### config.mk
export PLATFORM = sky130hd
export DESIGN_NAME = matrix_cmd_seq
export DESIGN_NICKNAME = d
export VERILOG_FILES = /design/src/rtl/matrix_cmd_seq_pkg.sv /design/src/rtl/matrix_row_buf.sv /design/src/rtl/matrix_cmd_seq.sv
export SDC_FILE = /design/constraint.sdc
export NUM_CORES = 2
export LEC_CHECK = 0
export CORE_AREA = 8 8 309 311
export CTS_BUF_LIST = sky130_fd_sc_hd__clkbuf_2 sky130_fd_sc_hd__clkbuf_4 sky130_fd_sc_hd__clkbuf_8
export CTS_CLUSTER_DIAMETER = 150
export DETAILED_ROUTE_END_ITERATION = 8
export DIE_AREA = 0 0 317 319
export HOLD_SLACK_MARGIN = 0.15
export PLACE_DENSITY_LB_ADDON = 0.05
export SLEW_MARGIN = 5
export SYNTH_ARGS = -nofsm -noshare
export SYNTH_HDL_FRONTEND = slang
export SYNTH_SLANG_ARGS = --single-unit
### constraint.sdc
create_clock -name clk -period 30.4 [get_ports clk]
set_input_delay 9.12 -clock clk [delete_from_list [all_inputs] [get_ports clk]]
set_output_delay 9.12 -clock clk [all_outputs]
set_load 0.1 [all_outputs]
### src/rtl/matrix_cmd_seq_pkg.sv
// Shared definitions for the matrix command path (sequencer, stack, decoder).
//   - opcode constants OP_NOP .. OP_MULT
//   - mode constants MODE_MODELVIEW / MODE_PROJECTION
//   - ROW_W: one matrix row (4 x IEEE-754 single)
//   - IDENT_ROW0..3: rows of the 4x4 identity matrix
//   - seq_state_t: command sequencer states
package matrix_cmd_seq_pkg;

   localparam int ROW_W = 128;

   localparam logic [2:0] OP_NOP     = 3'd0;
   localparam logic [2:0] OP_LOAD_ID = 3'd1;
   localparam logic [2:0] OP_LOAD    = 3'd2;
   localparam logic [2:0] OP_PUSH    = 3'd3;
   localparam logic [2:0] OP_POP     = 3'd4;
   localparam logic [2:0] OP_MULT    = 3'd5;

   localparam logic MODE_MODELVIEW  = 1'b0;
   localparam logic MODE_PROJECTION = 1'b1;

   localparam logic [ROW_W-1:0] IDENT_ROW0 = 128'h3F800000_00000000_00000000_00000000;
   localparam logic [ROW_W-1:0] IDENT_ROW1 = 128'h00000000_3F800000_00000000_00000000;
   localparam logic [ROW_W-1:0] IDENT_ROW2 = 128'h00000000_00000000_3F800000_00000000;
   localparam logic [ROW_W-1:0] IDENT_ROW3 = 128'h00000000_00000000_00000000_3F800000;

   typedef enum logic [3:0] {
      ST_IDLE      = 4'd0,
      ST_COLLECT   = 4'd1,
      ST_ISSUE0    = 4'd2,
      ST_ISSUE1    = 4'd3,
      ST_ISSUE2    = 4'd4,
      ST_ISSUE3    = 4'd5,
      ST_MUL_START = 4'd6,
      ST_MUL_WAIT  = 4'd7,
      ST_WRITE     = 4'd8
   } seq_state_t;

endpackage

### src/rtl/matrix_row_buf.sv
// 4 x ROW_W row buffer for the command sequencer.
// Ports:
//   clk, reset        clock, asynchronous active-high reset (clears rows and index)
//   load_peek         parallel load of peek_0..3 into rows 0..3, index back to 0
//   peek_0..peek_3    stack top rows
//   wr_en, wr_data    sequential write at wr_idx, index advances (wraps after row 3)
//   wr_idx            next row to be written
//   rd_idx, rd_data   indexed read
module matrix_row_buf #(
   parameter int ROW_W = 128
) (
   input  logic             clk,
   input  logic             reset,
   input  logic             load_peek,
   input  logic [ROW_W-1:0] peek_0,
   input  logic [ROW_W-1:0] peek_1,
   input  logic [ROW_W-1:0] peek_2,
   input  logic [ROW_W-1:0] peek_3,
   input  logic             wr_en,
   input  logic [ROW_W-1:0] wr_data,
   output logic [1:0]       wr_idx,
   input  logic [1:0]       rd_idx,
   output logic [ROW_W-1:0] rd_data
);

   logic [ROW_W-1:0] rows [4];

   always_ff @(posedge clk or posedge reset) begin
      if (reset) begin
         for (int i = 0; i < 4; i++) rows[i] <= '0;
         wr_idx <= 2'd0;
      end else if (load_peek) begin
         rows[0] <= peek_0;
         rows[1] <= peek_1;
         rows[2] <= peek_2;
         rows[3] <= peek_3;
         wr_idx  <= 2'd0;
      end else if (wr_en) begin
         rows[wr_idx] <= wr_data;
         wr_idx       <= wr_idx + 2'd1;
      end
   end

   assign rd_data = rows[rd_idx];

endmodule

### src/rtl/matrix_cmd_seq.sv
// Command sequencer in front of the matrix stack controller.
// Accepts LOAD_ID / LOAD / PUSH / POP / MULT, drives the stack strobes, row bus
// and mode line, tracks per-mode stack depth and sequences the 4x4 multiplier.
// Ports:
//   clk, reset                     clock, asynchronous active-high reset
//   cmd_valid/cmd_ready/cmd_op/cmd_mode   command port
//   data_valid/data_ready/data_in  operand row port (row 0 first)
//   stall                          downstream full; only gates command start
//   peek_in_0..3                   stack top rows
//   matrix_mode, load_id_en, load_en, pop_en, write_en, row_out   to the stack
//   mult_start, mult_done          multiplier handshake
//   busy, err_overflow, err_underflow, err_clr   status
//   dbg_state, dbg_depth_mv, dbg_depth_pj        FSM state and depth counters
// Optional: MATRIX_SEQ_STATS_EN adds stat_cmds / stat_errs counters.
//
// Handshakes: a transfer happens on a rising edge where valid && ready are both
// high; valid may be held without ready, and the data must stay stable until
// the transfer edge.
module matrix_cmd_seq #(
   parameter int STACK_DEPTH = 2,
   parameter int ROW_W       = matrix_cmd_seq_pkg::ROW_W
) (
   input  logic             clk,
   input  logic             reset,
   input  logic             cmd_valid,
   output logic             cmd_ready,
   input  logic [2:0]       cmd_op,
   input  logic             cmd_mode,
   input  logic             data_valid,
   output logic             data_ready,
   input  logic [ROW_W-1:0] data_in,
   input  logic             stall,
   input  logic [ROW_W-1:0] peek_in_0,
   input  logic [ROW_W-1:0] peek_in_1,
   input  logic [ROW_W-1:0] peek_in_2,
   input  logic [ROW_W-1:0] peek_in_3,
   output logic             matrix_mode,
   output logic             load_id_en,
   output logic             load_en,
   output logic             pop_en,
   output logic             write_en,
   output logic [ROW_W-1:0] row_out,
   output logic             mult_start,
   input  logic             mult_done,
   output logic             busy,
   output logic             err_overflow,
   output logic             err_underflow,
   input  logic             err_clr,
   output logic [3:0]       dbg_state,
   output logic [1:0]       dbg_depth_mv,
   output logic [1:0]       dbg_depth_pj
`ifdef MATRIX_SEQ_STATS_EN
   ,
   output logic [15:0]      stat_cmds,
   output logic [7:0]       stat_errs
`endif
);

   import matrix_cmd_seq_pkg::*;

   localparam logic [1:0] DEPTH_MAX = 2'(STACK_DEPTH);

   seq_state_t       state, state_nxt;
   logic             discard_q, discard_nxt;
   logic             mult_q, mult_nxt;
   logic [1:0]       depth_mv, depth_pj;
   logic [1:0]       depth_cmd, depth_cur;
   logic             accept, row_take;
   logic             load_peek;
   logic             load_id_nxt, pop_nxt;
   logic             ovf_set, unf_set;
   logic             depth_inc, depth_dec;
   logic [1:0]       wr_idx, rd_idx;
   logic [ROW_W-1:0] buf_rd, row_nxt;
   logic             issue_nxt;

   assign cmd_ready = (state == ST_IDLE) && !stall && !reset;
   assign accept    = cmd_valid && cmd_ready;
   // data_ready is registered from the next state, so it is high exactly in COLLECT.
   assign row_take  = (state == ST_COLLECT) && data_valid && data_ready;

   // Overflow/underflow checks at acceptance use the incoming mode; the ISSUE
   // increment uses the mode latched at acceptance.
   assign depth_cmd = cmd_mode    ? depth_pj : depth_mv;
   assign depth_cur = matrix_mode ? depth_pj : depth_mv;

   assign dbg_state    = state;
   assign dbg_depth_mv = depth_mv;
   assign dbg_depth_pj = depth_pj;

   matrix_row_buf #(.ROW_W(ROW_W)) u_buf (
      .clk       (clk),
      .reset     (reset),
      .load_peek (load_peek),
      .peek_0    (peek_in_0),
      .peek_1    (peek_in_1),
      .peek_2    (peek_in_2),
      .peek_3    (peek_in_3),
      .wr_en     (row_take),
      .wr_data   (data_in),
      .wr_idx    (wr_idx),
      .rd_idx    (rd_idx),
      .rd_data   (buf_rd)
   );

   always_comb begin
      state_nxt   = state;
      discard_nxt = discard_q;
      mult_nxt    = mult_q;
      load_peek   = 1'b0;
      load_id_nxt = 1'b0;
      pop_nxt     = 1'b0;
      ovf_set     = 1'b0;
      unf_set     = 1'b0;
      depth_inc   = 1'b0;
      depth_dec   = 1'b0;
      case (state)
         ST_IDLE: begin
            if (accept) begin
               case (cmd_op)
                  OP_LOAD_ID: load_id_nxt = 1'b1;
                  OP_POP: begin
                     if (depth_cmd == 2'd1) begin
                        unf_set = 1'b1;
                     end else begin
                        pop_nxt   = 1'b1;
                        depth_dec = 1'b1;
                     end
                  end
                  OP_PUSH: begin
                     if (depth_cmd == DEPTH_MAX) begin
                        ovf_set = 1'b1;
                     end else begin
                        load_peek = 1'b1;
                        state_nxt = ST_ISSUE0;
                     end
                  end
                  OP_LOAD: begin
                     // A rejected LOAD still drains its four operand rows.
                     ovf_set     = (depth_cmd == DEPTH_MAX);
                     discard_nxt = ovf_set;
                     mult_nxt    = 1'b0;
                     state_nxt   = ST_COLLECT;
                  end
                  OP_MULT: begin
                     discard_nxt = 1'b0;
                     mult_nxt    = 1'b1;
                     state_nxt   = ST_COLLECT;
                  end
                  default: ;
               endcase
            end
         end
         ST_COLLECT: begin
            if (row_take && (wr_idx == 2'd3)) begin
               if (discard_q)   state_nxt = ST_IDLE;
               else if (mult_q) state_nxt = ST_MUL_START;
               else             state_nxt = ST_ISSUE0;
            end
         end
         ST_ISSUE0: begin
            depth_inc = 1'b1;
            state_nxt = ST_ISSUE1;
         end
         ST_ISSUE1:    state_nxt = ST_ISSUE2;
         ST_ISSUE2:    state_nxt = ST_ISSUE3;
         ST_ISSUE3:    state_nxt = ST_IDLE;
         ST_MUL_START: state_nxt = ST_MUL_WAIT;
         ST_MUL_WAIT:  if (mult_done) state_nxt = ST_WRITE;
         ST_WRITE:     state_nxt = ST_IDLE;
         default:      state_nxt = ST_IDLE;
      endcase
   end

   // Outputs are registered from the next state so they line up with the state.
   always_comb begin
      rd_idx    = 2'd0;
      issue_nxt = 1'b0;
      case (state_nxt)
         ST_ISSUE0: issue_nxt = 1'b1;
         ST_ISSUE1: begin rd_idx = 2'd1; issue_nxt = 1'b1; end
         ST_ISSUE2: begin rd_idx = 2'd2; issue_nxt = 1'b1; end
         ST_ISSUE3: begin rd_idx = 2'd3; issue_nxt = 1'b1; end
         default: ;
      endcase
      row_nxt = '0;
      // On PUSH the buffer loads on the same edge, so row 0 bypasses it.
      if (issue_nxt) row_nxt = load_peek ? peek_in_0 : buf_rd;
   end

   always_ff @(posedge clk or posedge reset) begin
      if (reset) begin
         state         <= ST_IDLE;
         discard_q     <= 1'b0;
         mult_q        <= 1'b0;
         matrix_mode   <= MODE_MODELVIEW;
         load_id_en    <= 1'b0;
         load_en       <= 1'b0;
         pop_en        <= 1'b0;
         write_en      <= 1'b0;
         mult_start    <= 1'b0;
         data_ready    <= 1'b0;
         busy          <= 1'b0;
         row_out       <= '0;
         err_overflow  <= 1'b0;
         err_underflow <= 1'b0;
         depth_mv      <= 2'd1;
         depth_pj      <= 2'd1;
      end else begin
         state      <= state_nxt;
         discard_q  <= discard_nxt;
         mult_q     <= mult_nxt;
         load_id_en <= load_id_nxt;
         pop_en     <= pop_nxt;
         load_en    <= (state_nxt == ST_ISSUE0);
         write_en   <= (state_nxt == ST_WRITE);
         mult_start <= (state_nxt == ST_MUL_START);
         data_ready <= (state_nxt == ST_COLLECT);
         busy       <= (state_nxt != ST_IDLE);
         row_out    <= row_nxt;
         if (accept) matrix_mode <= cmd_mode;

         // A new error beats a simultaneous clear.
         if (ovf_set)      err_overflow <= 1'b1;
         else if (err_clr) err_overflow <= 1'b0;
         if (unf_set)      err_underflow <= 1'b1;
         else if (err_clr) err_underflow <= 1'b0;

         if (depth_dec) begin
            if (cmd_mode) depth_pj <= depth_pj - 2'd1;
            else          depth_mv <= depth_mv - 2'd1;
         end
         if (depth_inc && (depth_cur != DEPTH_MAX)) begin
            if (matrix_mode) depth_pj <= depth_pj + 2'd1;
            else             depth_mv <= depth_mv + 2'd1;
         end
      end
   end

`ifdef MATRIX_SEQ_STATS_EN
   always_ff @(posedge clk or posedge reset) begin
      if (reset) begin
         stat_cmds <= '0;
         stat_errs <= '0;
      end else begin
         if (accept && (cmd_op >= OP_LOAD_ID) && (cmd_op <= OP_MULT))
            stat_cmds <= stat_cmds + 16'd1;
         if (ovf_set || unf_set)
            stat_errs <= stat_errs + 8'd1;
      end
   end
`endif

endmodule

Word level (Yosys, flattened, before mapping)
Cells that the tools add are included.
Word-level totals
  register bits after elaboration: 662
  ROM bits: 0
  word-level logic and storage cells: 129
  bits of input ports: 651
  memories kept: 0
  RAM bits: 0
  bits in latches: 0
  output and inout bits: 147
Cells by class
  shift operators: 0
  reductions and logical operators: 19
  order comparisons: 3
  eq/ne operators: 22
  div/mod/pow operators: 0
  $mul: 0
  add/sub/neg operators: 5
  bitwise logic cells: 2
  muxes and demuxes: 57
Operators by type and width (number)
  512-bit two-way mux: 2
  128-bit two-way mux: 5
  512-bit bitwise mux: 1
  128-bit binary-select mux with 2-bit select: 1
  128-bit demux with 2-bit select: 1
  4-bit one-hot mux with 7 select lines: 1
  4-bit by 3-bit == test with 1-bit output, second input constant: 6
  2-bit two-way mux: 12
  1-bit two-way mux: 23
  4-bit by 2-bit == test with 1-bit output, second input constant: 4
  4-bit two-way mux: 4
  4-bit by 1-bit == test with 1-bit output, second input constant: 2
  1-bit logical AND: 8
  4-bit one-hot mux with 2 select lines: 1
  2-bit nonzero test: 4
  2-bit by 1-bit adder with 2-bit output, second input constant: 3
  3-bit by 2-bit == test with 1-bit output, second input constant: 2
  3-bit == test, second input constant: 2
  3-bit greater-or-equal comparator, second input constant: 2
  3-bit two-way mux: 2
  2-bit inverter with 3-bit output: 2
  1-bit one-hot mux with 2 select lines: 3
  2-bit one-hot mux with 3 select lines: 1
  2-bit == test, second input constant: 2
  other kinds (12): 14

Longest topological paths before layout
  word-level depth: 14
  depth in mapped cells: 9

Cells and area by module
From an unflattened synthesis, not the netlist that was laid out.
Second synthesis, totals
  cell total of the unflattened synthesis: 3778
  area, all modules: 37588.6 um2
By module, submodules not included
  matrix_row_buf: area each 30960.9 um2, cells an instance 3073, seq. area each 12862.3 um2, instances 1
  matrix_cmd_seq: area each 6627.6 um2, cells an instance 705, seq. area each 3706.1 um2, instances 1

Worst setup path after synthesis
OpenSTA, ideal clock, no wires.
  kind: input -> output
  start: input port stall
  end: output port cmd_ready
  data required time: 21.280 ns
  slack: 11.157 ns
  data arrival time: 10.123 ns
  path buffers: 0
  stages on the path: 2
  path through: nor2_1 and2_1
On the way
  cells in the longest elaborated chain, start to end: 3
RTL lines
  start, declared: RTL line matrix_cmd_seq.sv:32  | input logic stall,
  1-bit logical NOT: RTL line matrix_cmd_seq.sv:77  | assign cmd_ready = (state == ST_IDLE) && !stall && !reset;
  1-bit logical AND (2 in series): RTL line matrix_cmd_seq.sv:77
  end, declared: RTL line matrix_cmd_seq.sv:26  | output logic cmd_ready,
Every way passes these cells.

Worst setup path in the final report
  start: input port reset
  end: output port cmd_ready
On the way
  cells in the longest elaborated chain, start to end: 2
RTL lines
  start, declared: RTL line matrix_cmd_seq.sv:24  | input logic reset,
  1-bit logical NOT (no line)
  1-bit logical AND: RTL line matrix_cmd_seq.sv:77
Every way passes these cells.

==> results.txt <==
Ratio of cells with drive above 1 in the final layout -> 6.91%
Via-to-Cell Ratio -> 5.39
Register area -> 16600 µm²
First-pass GRT wire length -> 203000 µm
H-tree depth -> 3
Distinct cells, synth -> 46
Final setup margin -> 10.05 ns
Netlist Area Pre-Place -> 32700 µm²
Row count -> 111
CP startpoint kind -> input port
Crit-path slowest cell -> clkdlybuf4s50_1
DP Worst Slack -> 10.07 ns
Sink Count -> 662
Post-synth EDFFs -> 0
Post-synth top cells -> dfrtp_1, nand2_1, nor2_1
Core region area -> 90700 µm²
CP Data Arrival Time -> 11.23 ns
Asr flop ratio synth -> 100%
Setup_tns -> 0 ns
Status -> finished, final reports clean
Detailed-route via count -> 29007
Synth area leaders -> dfrtp_1, mux2i_1, nand2_1, a22oi_1, a21oi_1
Area share of the largest cell type after synthesis -> 50.6%
Most frequent cell after synthesis -> dfrtp_1
Hold Path Class -> flip-flop to flip-flop
Setup CP Type -> input port to primary output
Actual slew at the worst max-slew pin -> 1.43 ns
Die height -> 319 µm
Largest net degree at the start of global routing -> 225
Post-Synth Simple-Gate Area -> 14.3%
Antenna Nets Post-Route -> 0
Mean post-synth cell area -> 9.70 µm²
Largest stage delay, worst path -> 1.13 ns
Synth warnings -> 0
Seq cells post-synth -> 662
Layout Nets -> 4696
Post-CTS Hold Fix Bufs -> 0
Crit. End Element -> primary output
CTS Buf Count -> 121
Post-synthesis xor/xnor area fraction -> 0.107%
Worst path cell trace -> clkdlybuf4s50_1 -> nor2_1 -> and2_1 -> clkdlybuf4s50_1
Clock transition at the registers of the reported paths -> 0.05 ns
# Post-CTS Setup Buffers -> 0
GRT overflow -> 0
Fin crit period -> 20.35 ns
Max-cap check violation count -> 0
Pre-antenna DRT Iters -> 5
Clk_skew -> 0.0296 ns
# port buffers -> 797
Footprint of the multi-input gates -> 14800 µm²
CP most frequent cell -> clkdlybuf4s50_1
CTS root buf -> clkbuf_8
Drt initial violations -> 2445
Die Wd -> 317 µm
Slew Limit Headroom -> 4.82%
Initial antenna violation count -> 89
Final hold viol count -> 0
RePlAce Congestion -> 0.829
Critical Path Fanout Max -> 3
I/O pins -> 798
Worst Path Required -> 21.28 ns
Clk buf depth -> 3
Final WL -> 140000 µm
Die area -> 101000 µm²
Placed Cells -> 5104
Largest family of logic cells by synthesized area -> compound AO/OA/AOI/OAI gates
Skew-Pair Late Insertion Delay -> 0.77 ns
Synth-to-layout area growth -> 34.8%
Post-synthesis mux area share -> 11.1%
Post-route DRC -> 0
Adder and majority gate portion of the synthesized area -> 0.153%
Synth Flop Type -> dfrtp_1
Final worst-path cycle share -> 66.9%
CTS tree -> built
Final Max Slew Viols -> 0
PwrDens -> 87.1 nW/µm²
Static leakage -> 19.5 nW
Fmax -> 0.0491 GHz
Post-CTS Resized -> 0
Post-Syn Nets -> 4023
DP HPWL -> 88200 µm
Sequential cell area fraction in the yosys report -> 50.7%
Cells after Synth -> 3368
Non-Filler Instances -> 5385
Cell accounting for the most synthesized area -> dfrtp_1
Vias in the first global route -> 29670
Total power -> 0.00384 W
Total Routing Usage GR -> 26.6%
Drt wl/cell -> 26.1 µm
# setup viols final -> 0
Starting Density -> 36.0%
Fillers -> 8778
Unrepaired setup endpoints after global routing -> false
Max VDD drop -> 0.0498 mV
Synth Area in Compound Gates -> 19.2%
## path summary, 6_finish.rpt
kind                                             start                           to  slack [ns]  depth (start not counted)
min in group asynchronous                        reset         load_id_en$_DFF_PP0_        8.95                          2
max in group asynchronous                        reset   u_buf.rows[77]$_DFFE_PP0P_       19.00                          4
max                                              reset                    cmd_ready       10.05                          4
min                        u_buf.rows[377]$_DFFE_PP0P_  u_buf.rows[377]$_DFFE_PP0P_        0.47                          2
max reg2reg                     dbg_state[3]$_DFF_PP0_  u_buf.rows[334]$_DFFE_PP0P_       25.83                          6
min reg2reg                u_buf.rows[377]$_DFFE_PP0P_  u_buf.rows[377]$_DFFE_PP0P_        0.47                          2
## logic make-up after synthesis
group                    after synthesis
AND/OR/NAND/NOR                     1116
AO/OA/AOI/OAI                        919
flip-flops                           662
multiplexers                         361
buffers and inverters                302
XOR/XNOR                               4
adder cells (fa/ha/maj)                4
## sequential cells by signal, indices dropped and copies added, names as in the netlist, 2 cells and up
signal / count
u_buf.rows: 512
row_out: 128
dbg_state: 4
dbg_depth_mv: 2
dbg_depth_pj: 2
u_buf.wr_idx: 2
## critical path: cells and delay by family
family,cells,cell delay [ns]
buf+inv,2,1.64
simple gates,2,0.47
## where the power goes
group          switching (W)  internal, W
Clock               0.000399     0.000528
Sequential          0.000200      0.00126
Combinational       0.000955     0.000494
## cell usage in the layout (no fill, tap or decap), types with 3 or more instances in the layout
cell type,count
a21boi_0,102
a21boi_1,26
a21oi_1,365
a22oi_1,281
and2_1,4
and3_1,3
buf_12,6
buf_4,37
clkbuf_4,52
clkbuf_8,156
clkdlybuf4s50_1,797
clkinv_2,3
clkinvlp_4,4
dfrtp_1,659
diode_2,62
ha_1,4
inv_1,11
inv_6,3
mux2i_1,360
nand2_1,572
nand2b_1,131
nand3_1,4
nand3b_1,3
nor2_1,369
nor2b_1,4
nor3_1,5
o21ai_0,7
o311a_1,128
xnor2_1,3
## metal layers
metal	GRT usage (%)	wire, µm	part of all wire (%)	vias to the layer above
met3	8.20	11700	8.3	278
met4	13.3	5530	3.9	50
met5	0	309	0.22	-
li1	-	-	-	13284
met2	42.7	67100	48	984
met1	32.2	55900	40	14411
## layout make-up
class	instances	area share, %
well taps	1186	3.37
flip-flops and latches	662	37.6
clock inverters	11	0.230
clock buffers	208	5.76
diodes	62	0.352
repair buffers	840	19.0
inverters	12	0.119
multi-input cells	2404	33.5
## stage by stage
stage                     hold slack (ns)  utilization (%)  area [µm²]
after floorplan                     0.439                -       32700
after global placement              0.450             45.5       41200
after detailed placement            0.455             45.5       41200
after CTS                           0.469             48.4       43900
after global routing                0.486             48.5       44000
final                               0.465             48.5       44000
No activity file was read; power rests on OpenSTA's default activity.
